**config.mk**
```make
export PLATFORM = sky130hd
export DESIGN_NAME = serial_add_seq
export DESIGN_NICKNAME = d
export VERILOG_FILES = /design/src/rtl/serial_add_seq.sv
export SDC_FILE = /design/constraint.sdc
export NUM_CORES = 1
export LEC_CHECK = 0
export ABC_AREA = 1
export CAP_MARGIN = 40
export CORE_UTILIZATION = 45
export DETAILED_ROUTE_END_ITERATION = 8
export PLACE_DENSITY = 0.73
export SYNTH_ARGS = -nofsm -noshare
export SYNTH_HDL_FRONTEND = slang
export SYNTH_SLANG_ARGS = --single-unit
```
**constraint.sdc**
```tcl
create_clock -name clk -period 2.6 [get_ports clk]
set_clock_uncertainty 0.1 [all_clocks]
set_input_delay 0.52 -clock clk [delete_from_list [all_inputs] [get_ports clk]]
set_output_delay 0.52 -clock clk [all_outputs]
set_load 0.01 [all_outputs]
```
**src/rtl/serial_add_seq.sv**
```systemverilog
// serial_add_seq: bit-serial adder sequencer. Captures two WIDTH-bit operands,
// feeds one bit pair per clock LSB-first through a 1-bit full-adder stage with
// a registered carry, and returns the reassembled sum plus carry-out.
// Optional feature macro: SERIAL_ADD_SUB_EN adds in_sub (A-B mode) and out_ovf.
module serial_add_seq #(
    parameter int unsigned WIDTH = 8
) (
    input  logic             clk,
    input  logic             rst,
    input  logic             in_valid,
    output logic             in_ready,
    input  logic [WIDTH-1:0] in_a,
    input  logic [WIDTH-1:0] in_b,
    input  logic             in_cin,
`ifdef SERIAL_ADD_SUB_EN
    input  logic             in_sub,
    output logic             out_ovf,
`endif
    output logic             out_valid,
    input  logic             out_ready,
    output logic [WIDTH-1:0] out_sum,
    output logic             out_cout,
    output logic             busy,
    output logic             ser_a,
    output logic             ser_b,
    output logic             ser_c
);

    localparam int unsigned   CW   = $clog2(WIDTH);
    localparam logic [CW-1:0] LAST = CW'(WIDTH - 1);

    typedef enum logic [1:0] {
        IDLE = 2'd0,
        RUN  = 2'd1,
        DONE = 2'd2
    } state_t;

    state_t           state_q, state_d;
    logic [WIDTH-1:0] a_q, a_d;
    logic [WIDTH-1:0] b_q, b_d;
    logic [WIDTH-1:0] sum_q, sum_d;
    logic             c_q, c_d;
    logic [CW-1:0]    cnt_q, cnt_d;
`ifdef SERIAL_ADD_SUB_EN
    logic             ovf_q, ovf_d;
`endif

    logic sub_sel;
    logic s_bit;
    logic c_nxt;

    // State and datapath registers, asynchronously cleared
    always_ff @(posedge clk or posedge rst) begin
        if (rst) begin
            state_q <= IDLE;
            a_q     <= '0;
            b_q     <= '0;
            sum_q   <= '0;
            c_q     <= 1'b0;
            cnt_q   <= '0;
`ifdef SERIAL_ADD_SUB_EN
            ovf_q   <= 1'b0;
`endif
        end else begin
            state_q <= state_d;
            a_q     <= a_d;
            b_q     <= b_d;
            sum_q   <= sum_d;
            c_q     <= c_d;
            cnt_q   <= cnt_d;
`ifdef SERIAL_ADD_SUB_EN
            ovf_q   <= ovf_d;
`endif
        end
    end

    // Next state: capture in IDLE, one full-adder step per RUN edge, hand-off in DONE
    always_comb begin
        state_d = state_q;
        a_d     = a_q;
        b_d     = b_q;
        sum_d   = sum_q;
        c_d     = c_q;
        cnt_d   = cnt_q;
`ifdef SERIAL_ADD_SUB_EN
        ovf_d   = ovf_q;
        sub_sel = in_sub;
`else
        sub_sel = 1'b0;
`endif
        s_bit = a_q[0] ^ b_q[0] ^ c_q;
        c_nxt = (a_q[0] & b_q[0]) | (c_q & (a_q[0] | b_q[0]));

        case (state_q)
            IDLE: begin
                if (in_valid) begin
                    a_d     = in_a;
                    // Subtract is A + ~B + 1; the forced carry replaces in_cin
                    b_d     = sub_sel ? ~in_b : in_b;
                    c_d     = sub_sel ? 1'b1 : in_cin;
                    sum_d   = '0;
                    cnt_d   = '0;
`ifdef SERIAL_ADD_SUB_EN
                    ovf_d   = 1'b0;
`endif
                    state_d = RUN;
                end
            end
            RUN: begin
                sum_d = {s_bit, sum_q[WIDTH-1:1]};
                a_d   = a_q >> 1;
                b_d   = b_q >> 1;
                c_d   = c_nxt;
                if (cnt_q == LAST) begin
                    // On the last bit c_q is the carry into the MSB
`ifdef SERIAL_ADD_SUB_EN
                    ovf_d = c_q ^ c_nxt;
`endif
                    state_d = DONE;
                end else begin
                    cnt_d = cnt_q + CW'(1);
                end
            end
            DONE: begin
                if (out_ready) begin
                    state_d = IDLE;
                end
            end
            default: state_d = IDLE;
        endcase
    end

    // Outputs decoded from state; result and serial taps are zero when not meaningful
    always_comb begin
        in_ready  = (state_q == IDLE);
        out_valid = (state_q == DONE);
        busy      = (state_q != IDLE);
        out_sum   = (state_q == DONE) ? sum_q : '0;
        out_cout  = (state_q == DONE) ? c_q : 1'b0;
        ser_a     = (state_q == RUN) ? a_q[0] : 1'b0;
        ser_b     = (state_q == RUN) ? b_q[0] : 1'b0;
        ser_c     = (state_q == RUN) ? c_q : 1'b0;
`ifdef SERIAL_ADD_SUB_EN
        out_ovf   = (state_q == DONE) ? ovf_q : 1'b0;
`endif
    end

endmodule
```
== Yosys cells after proc, flatten, opt, wreduce, memory -nomap -nowiden ==
Cells that the tools add are included.

* Bits in registers: 30
* Output and inout bits: 15
* Logic and storage cells: 46

* $add $sub $neg: 1
* Equality and inequality tests: 7
* Mux-type cells: 20
* Bitwise gates (word level): 6
* Reduce and logical (&&, ||, !) cells: 6

{| class="wikitable"
|+ Operator list
! kind !! count
|-
| 8-bit case mux with 2 select lines || 3
|-
| 8-bit 2-to-1 mux || 4
|-
| 2-bit 2-to-1 mux || 3
|-
| 3-bit 2-to-1 mux || 2
|-
| 2-bit inequality test, second input constant || 3
|-
| 2-bit case mux with 3 select lines || 1
|-
| 3-bit case mux with 2 select lines || 1
|-
| 3-bit AND reduction || 2
|-
| 1-bit 2-to-1 mux || 5
|-
| 2-bit nonzero test || 2
|-
| 3-bit by 1-bit adder with 3-bit output, second input constant || 1
|-
| 3-bit == test, second input constant || 1
|-
| 1-bit bitwise AND || 2
|-
| 2-bit by 1-bit == test with 1-bit output, second input constant || 1
|-
| 2-bit == test, second input constant || 1
|-
| 2-bit zero test || 1
|-
| 2-bit by 1-bit inequality test with 1-bit output, second input constant || 1
|-
| 1-bit OR || 2
|-
| 1-bit case mux with 2 select lines || 1
|-
| 2-bit AND reduction || 1
|-
| 1-bit XOR || 2
|}

== Depth between registers and ports, before layout ==
Gate-level depths: netlist of the first run.

* Depth in word-level cells: 4
* Depth in mapped cells: 7
* Depth with buffers taken out: 7

== Least setup slack after synthesis of the first run ==
OpenSTA, ideal clock, no wires.

* Path type: reg2out
* Start point: reg state_q[0]
* End point: out out_cout
* Arrival: 1056 ps
* Path slack: 924 ps
* Stages on the path, launching flop included: 7
* Path buffers: 3
* Path through: dfrtp_1 buf_6 buf_2 inv_1 nand2_1 buf_4 nor2_1

* Longest elaborated chain between the ends: 2

{| class="wikitable"
|+ RTL lines
! what !! RTL line !! source
|-
| start, declared || 38 || <nowiki>state_t state_q, state_d;</nowiki>
|-
| start signal, assigned || 65 || <nowiki>state_q <= state_d;</nowiki>
|-
| 2-bit == test || 139 || <nowiki>out_cout = (state_q == DONE) ? c_q : 1'b0;</nowiki>
|-
| 1-bit 2-to-1 mux || 139 ||
|-
| end, declared || 22 || <nowiki>output logic out_cout,</nowiki>
|}

Every way passes these cells.

== Worst setup path in the final report of the first run ==
* Start point: reg state_q[0]
* End point: out out_sum[4]

* Longest elaborated chain between the ends: 2

{| class="wikitable"
|+ RTL lines
! what !! RTL line !! source
|-
| 2-bit == test || 138 || <nowiki>out_sum = (state_q == DONE) ? sum_q : '0;</nowiki>
|-
| 8-bit 2-to-1 mux || 138 ||
|-
| end, declared || 21 || <nowiki>output logic [WIDTH-1:0] out_sum,</nowiki>
|}

Every way passes these cells.

==> results_dict.tcl, run 1 <==
set metrics [dict create \
    crit_arrival_ps 1820 \
    worstSetupStartpointType "register" \
    numCtsBuffers 5 \
    hold_viol 0 \
    ir_worst_vdd_uv 457 \
    p_seq_frac 0.397 \
    status "finished, final reports clean" \
    n_fill_cell 303 \
    clock.fmax_mhz 409 \
    r2r_start "state_q[0]" \
    cts_root_buf "clkbuf_4" \
    whs_path_depth 2 \
    insertion_delay_ps 320 \
    clk_pin_slew_worst_paths_ps 90 \
    worst_pin_slew_ps 383 \
    p_int_mw 1.17 \
    grt-ovfl-total 0 \
    die_h_um 60.6 \
    core_sq_um 3150 \
    cp-startpoint "state_q[0]" \
    drtPass1Iterations 4 \
    antenna_found_initial 0 \
    synth-edff-count 0 \
    cp_max_fo 11 \
    critPathKind "reg2out" \
    h-tree-depth 2 \
    crit_path_end_kind "output port" \
    ys_seq_area_frac 0.485 \
    required_ps 1980 \
    rr_worst_depth 5 \
    syn_nets 229 \
    setup_viol_count_final 0 \
    post_cts_resized 0 \
    grt_use_total 0.195 \
    syn_area_per_cell_sq_um 7.55 \
    post-synth-top-count-cell "nand2_1" \
    cts_tree "built" \
    timing.final.crit_share 0.940 \
    ys_async_sr_fraction 1.00 \
    synth_top_flop_cell "dfrtp_1" \
    combPwrFrac 0.467 \
    die_w_um 60.6 \
    rsz0062_at_grt "no" \
    die_area_sq_um 3680 \
    min-delay-start "b_q[7]" \
    drive_above_1_share 0.0622 \
    p_per_area_nw_per_um2 1010 \
    hold_class "reg2reg" \
    syn_area_sq_um 1550 \
    place.gp.congestion 0.760 \
    dp_hpwl_um 2080 \
    clkPwrFrac 0.136 \
    period_needed_ps 2440 \
    drc 0 \
    grt_max_degree 31 \
    fin_util 0.623 \
    synth_cells 205 \
    clockBufferDepth 2 \
    port_buffers 35 \
    synth_area_leaders "dfrtp_1 49%, nand2_1 23%, nand3_1 6.8%" \
    cts-hold-fix-buffers 0 \
    slew_viol_final 0 \
    grt_first_pass_wirelength_um 5220 \
    via_count 1361 \
    wire_per_inst_um 10.8 \
    relSlewSlack 0.744 \
    diodes 0 \
    final_nets 266 \
    hold_slack_ps 382 \
    cts_sinks 30 \
    swShare 0.410 \
    ant_nets 0 \
    vias_per_cell 4.78 \
    yosysTopAreaCell "dfrtp_1" \
    cts_setup_buffers 0 \
    synth_seq_cells 30 \
    syn_to_final_growth_pct 26.8 \
    drv_cap 0 \
    leakage_nw 1.01 \
    tns_ps 0 \
    synth_top_area_share 0.485 \
    initial_core_util 0.491 \
    wl_um 3080 \
    drt_iter0_markers 59 \
    fin_total_pwr_mw 1.98 \
    boundaryPins 36 \
    rows 20 \
    p_sw_mw 0.812 \
    yosys-top-cells-count "93 x nand2_1, 30 x dfrtp_1, 21 x nand3_1" \
    yosysWarnings 0 \
    yosysUniqueCellTypes 16 \
    grt_pass1_vias 1227 \
]
==> cell type report <==
class                           count  area [sq um]  area share
Multi-Input combinational cell    144           636       0.324
Tap cell                           44          55.1      0.0280
Timing Repair Buffer               41           395       0.201
Clock buffer                        6          51.3      0.0261
Inverter                           20          75.1      0.0382
Sequential cell                    30           751       0.382
==> worst max-delay path: stages (launching register included) <==
cell	delay, ps
dfrtp_1	480
inv_1	80
nand2_1	230
nor2_1	170
clkdlybuf4s50_1	550
==> path summary, 6_finish.rpt <==
| check | to | slack [ps] |
|---|---|---|
| max | out_sum[4] | 160 |
| min | b_q[7] | 380 |
| max reg2reg | sum_q[6] | 980 |
| min reg2reg | b_q[7] | 380 |
| max in group asynchronous | b_q[4] | 1650 |
| min in group asynchronous | sum_q[6] | 480 |
==> flip-flops by register name (all words and copies together) (netlist names) <==
signal   flops
state_q      2
cnt_q        3
a_q          8
c_q          1
b_q          8
sum_q        8
==> kinds of logic after synthesis <==
family,count (synthesis),synth area share
simple gates,131,0.341
buf+inv,31,0.104
flops,30,0.485
compound gates,10,0.0404
fa+ha+maj,3,0.0291
==> cells in the final DEF (no fill, tap or decap) <==
master / count
o21ai_0: 8
clkbuf_4: 5
nor2_1: 13
buf_4: 6
nand2_1: 93
nand4_1: 3
inv_1: 19
inv_2: 1
nand2_2: 1
clkdlybuf4s50_1: 35
fa_1: 1
ha_1: 2
o22ai_1: 1
clkbuf_8: 1
dfrtp_1: 30
nand3_1: 21
o21ai_4: 1
==> routing by layer <==
layer  global-route usage  vias up  share of wire
met5                    0        -              0
met2                0.305       36           0.44
met1                0.255      619           0.50
met4               0.0649        0          0.011
li1                     -      701              -
met3               0.0682        5          0.049
==> power groups by stage <==
stage	Clock (mW)	Combinational (mW)	Sequential, mW
after CTS	0.276	0.938	0.785
after detailed placement	0	0.935	0.792
after global routing	0.294	1.08	0.812
final	0.269	0.925	0.787
after global placement	0	0.921	0.788
after floorplan	0	0.729	0.759
==> stage by stage <==
step	setup WS [ps]	instance area (sq um)	std cells
after CTS	134	1960	285
after global placement	512	1910	279
after global routing	26.2	1960	285
final	156	1960	285
after floorplan	924	1550	205
after detailed placement	491	1910	279
No activity file was read; power rests on OpenSTA's default activity.
==> run 2, diff against run 1 <==
HOLD_SLACK_MARGIN = 0.02   (was default)
TNS_END_PERCENT = 10   (was default)
==> results of run 2 <==
Same layout as run 1: the final DEF is identical, and so are final timing and power.
==> run 3, diff against run 2 <==
CORE_MARGIN = 1   (was default)
SETUP_SLACK_MARGIN = 0.2   (was default)
==> run 3 against run 2 <==
Compared with the run above: sequential power increased by 0.5%; critical path depth stayed put; clock power about the same; routed wire length hardly changed; combinational power up 0.4%; final cell count stayed put; power rose by 0.36%; register-to-register slack gained 20 ps; sequential cell count stayed put; global-route usage unchanged.
==> results_dict.tcl, run 3 (synthesis gave the netlist of run 1 again) <==
set metrics [dict create \
    fin_util 0.625 \
    boundaryPins 36 \
    cts_tree "built" \
    clock.fmax_mhz 430 \
    diodes 0 \
    slew_viol_final 0 \
    hold_class "reg2reg" \
    p_per_area_nw_per_um2 1010 \
    cts_sinks 30 \
    insertion_delay_ps 320 \
    status "finished, final reports clean" \
    setup_viol_count_final 0 \
    final_common_cell "nand2_1" \
    path_cells "buf_4 > nand2_2 > nor2_1 > clkdlybuf4s50_1" \
    h-tree-depth 2 \
    cts_setup_buffers 0 \
    grt-ovfl-total 0 \
    layout_common_cells "92 x nand2_1, 35 x clkdlybuf4s50_1, 29 x dfrtp_1, 21 x nand3_1, 19 x inv_1" \
    drive_above_1_share 0.0747 \
    required_ps 1980 \
    crit_path_end_kind "output port" \
    critPathMaxStageDelay_ps 540 \
    grt_max_degree 31 \
    period_needed_ps 2330 \
    multi_input_area_sq_um 641 \
    ir_worst_vdd_uv 457 \
    whs_path_depth 2 \
    clkPwrFrac 0.135 \
    core_sq_um 3150 \
    post_cts_resized 1 \
    crit_arrival_ps 1710 \
    vias_per_cell 4.73 \
    drv_cap 0 \
    n_fill_cell 301 \
    leakage_nw 1.01 \
    syn_to_final_growth_pct 27.2 \
    combPwrFrac 0.467 \
    final_nets 266 \
    wl_um 3090 \
    rsz0062_at_grt "yes" \
    grt_use_total 0.195 \
    reg_top3 "a_q x8, b_q x8, sum_q x8" \
    rr_worst_depth 5 \
    drc 0 \
    numCtsBuffers 5 \
    clk_pin_slew_worst_paths_ps 90 \
    place.gp.congestion 0.760 \
    die_area_sq_um 3680 \
    tns_ps 0 \
    drtPass1Iterations 4 \
    port_buffers 35 \
    grt_pass1_vias 1227 \
    antenna_found_initial 0 \
    cp_max_fo 9 \
    cts-hold-fix-buffers 0 \
    clockBufferDepth 2 \
    rows 20 \
    p_sw_mw 0.815 \
    timing.final.crit_share 0.895 \
    p_seq_frac 0.398 \
    drt_iter0_markers 59 \
    dp_hpwl_um 2080 \
    die_h_um 60.6 \
    relSlewSlack 0.750 \
    grt_first_pass_wirelength_um 5220 \
    critPathKind "reg2out" \
    ant_nets 0 \
    slowest_stage "clkdlybuf4s50_1" \
    wire_per_inst_um 10.8 \
    seqCellArea_sq_um 752 \
    via_count 1349 \
    worst_pin_slew_ps 375 \
    p_int_mw 1.17 \
    worstSetupStartpointType "register" \
    hold_viol 0 \
    swShare 0.410 \
    die_w_um 60.6 \
    cts_root_buf "clkbuf_4" \
    initial_core_util 0.491 \
]
-- run 3: cell counts in the layout (fill, tap and decap cells not counted) --
Identical to the previous run, type by type.
-- run 3: layer usage --
metal | global-route usage | up-vias | part of all wire
met4 | 0.0649 | 0 | 0.014
met3 | 0.0682 | 7 | 0.054
met5 | 0 | - | 0
met2 | 0.305 | 36 | 0.43
li1 | - | 700 | -
met1 | 0.255 | 606 | 0.50
-- run 3: area by class of cell --
type / count / share of cell area
Timing Repair Buffer: 41 / 0.201
Sequential cell: 30 / 0.382
Tap cell: 44 / 0.0280
Clock buffer: 6 / 0.0260
Inverter: 20 / 0.0381
Multi-Input combinational cell: 144 / 0.325
-- run 3: power groups by stage --
| stage | combinational [mW] | sequential [mW] | clock [mW] |
|---|---|---|---|
| 4_1_cts | 0.939 | 0.786 | 0.276 |
| 2_1_floorplan | 0.729 | 0.759 | 0 |
| 3_3_place_gp | 0.921 | 0.788 | 0 |
| 6_report | 0.929 | 0.791 | 0.268 |
| 3_5_place_dp | 0.935 | 0.792 | 0 |
| 5_1_grt | 1.09 | 0.816 | 0.294 |
-- run 3: worst paths after layout --
path                            startpoint    endpoint  slack, ps
worst max register to register  state_q[0]    sum_q[6]       1000
worst max-delay path            state_q[0]       ser_b        270
max in group asynchronous              rst  state_q[0]       1630
min in group asynchronous              rst    sum_q[6]        480
worst min-delay path                b_q[7]      b_q[7]        380
worst min register to register      b_q[7]      b_q[7]        380
-- run 3: per-stage QoR --
stage	instance area (sq um)	instances	hold WS, ps	setup slack, ps	total power, mW
floorplan	1550	205	343	924	1.49
global placement	1910	279	355	512	1.71
detailed placement	1910	279	363	491	1.73
CTS	1970	285	385	204	2.00
global route	1970	285	416	166	2.20
finish	1970	285	382	274	1.99
-- run 3: critical path, delay by kind of cell (launching register included) --
kind | cells | cell delay (ps)
buf+inv | 2 | 730
flops | 1 | 450
simple gates | 2 | 210
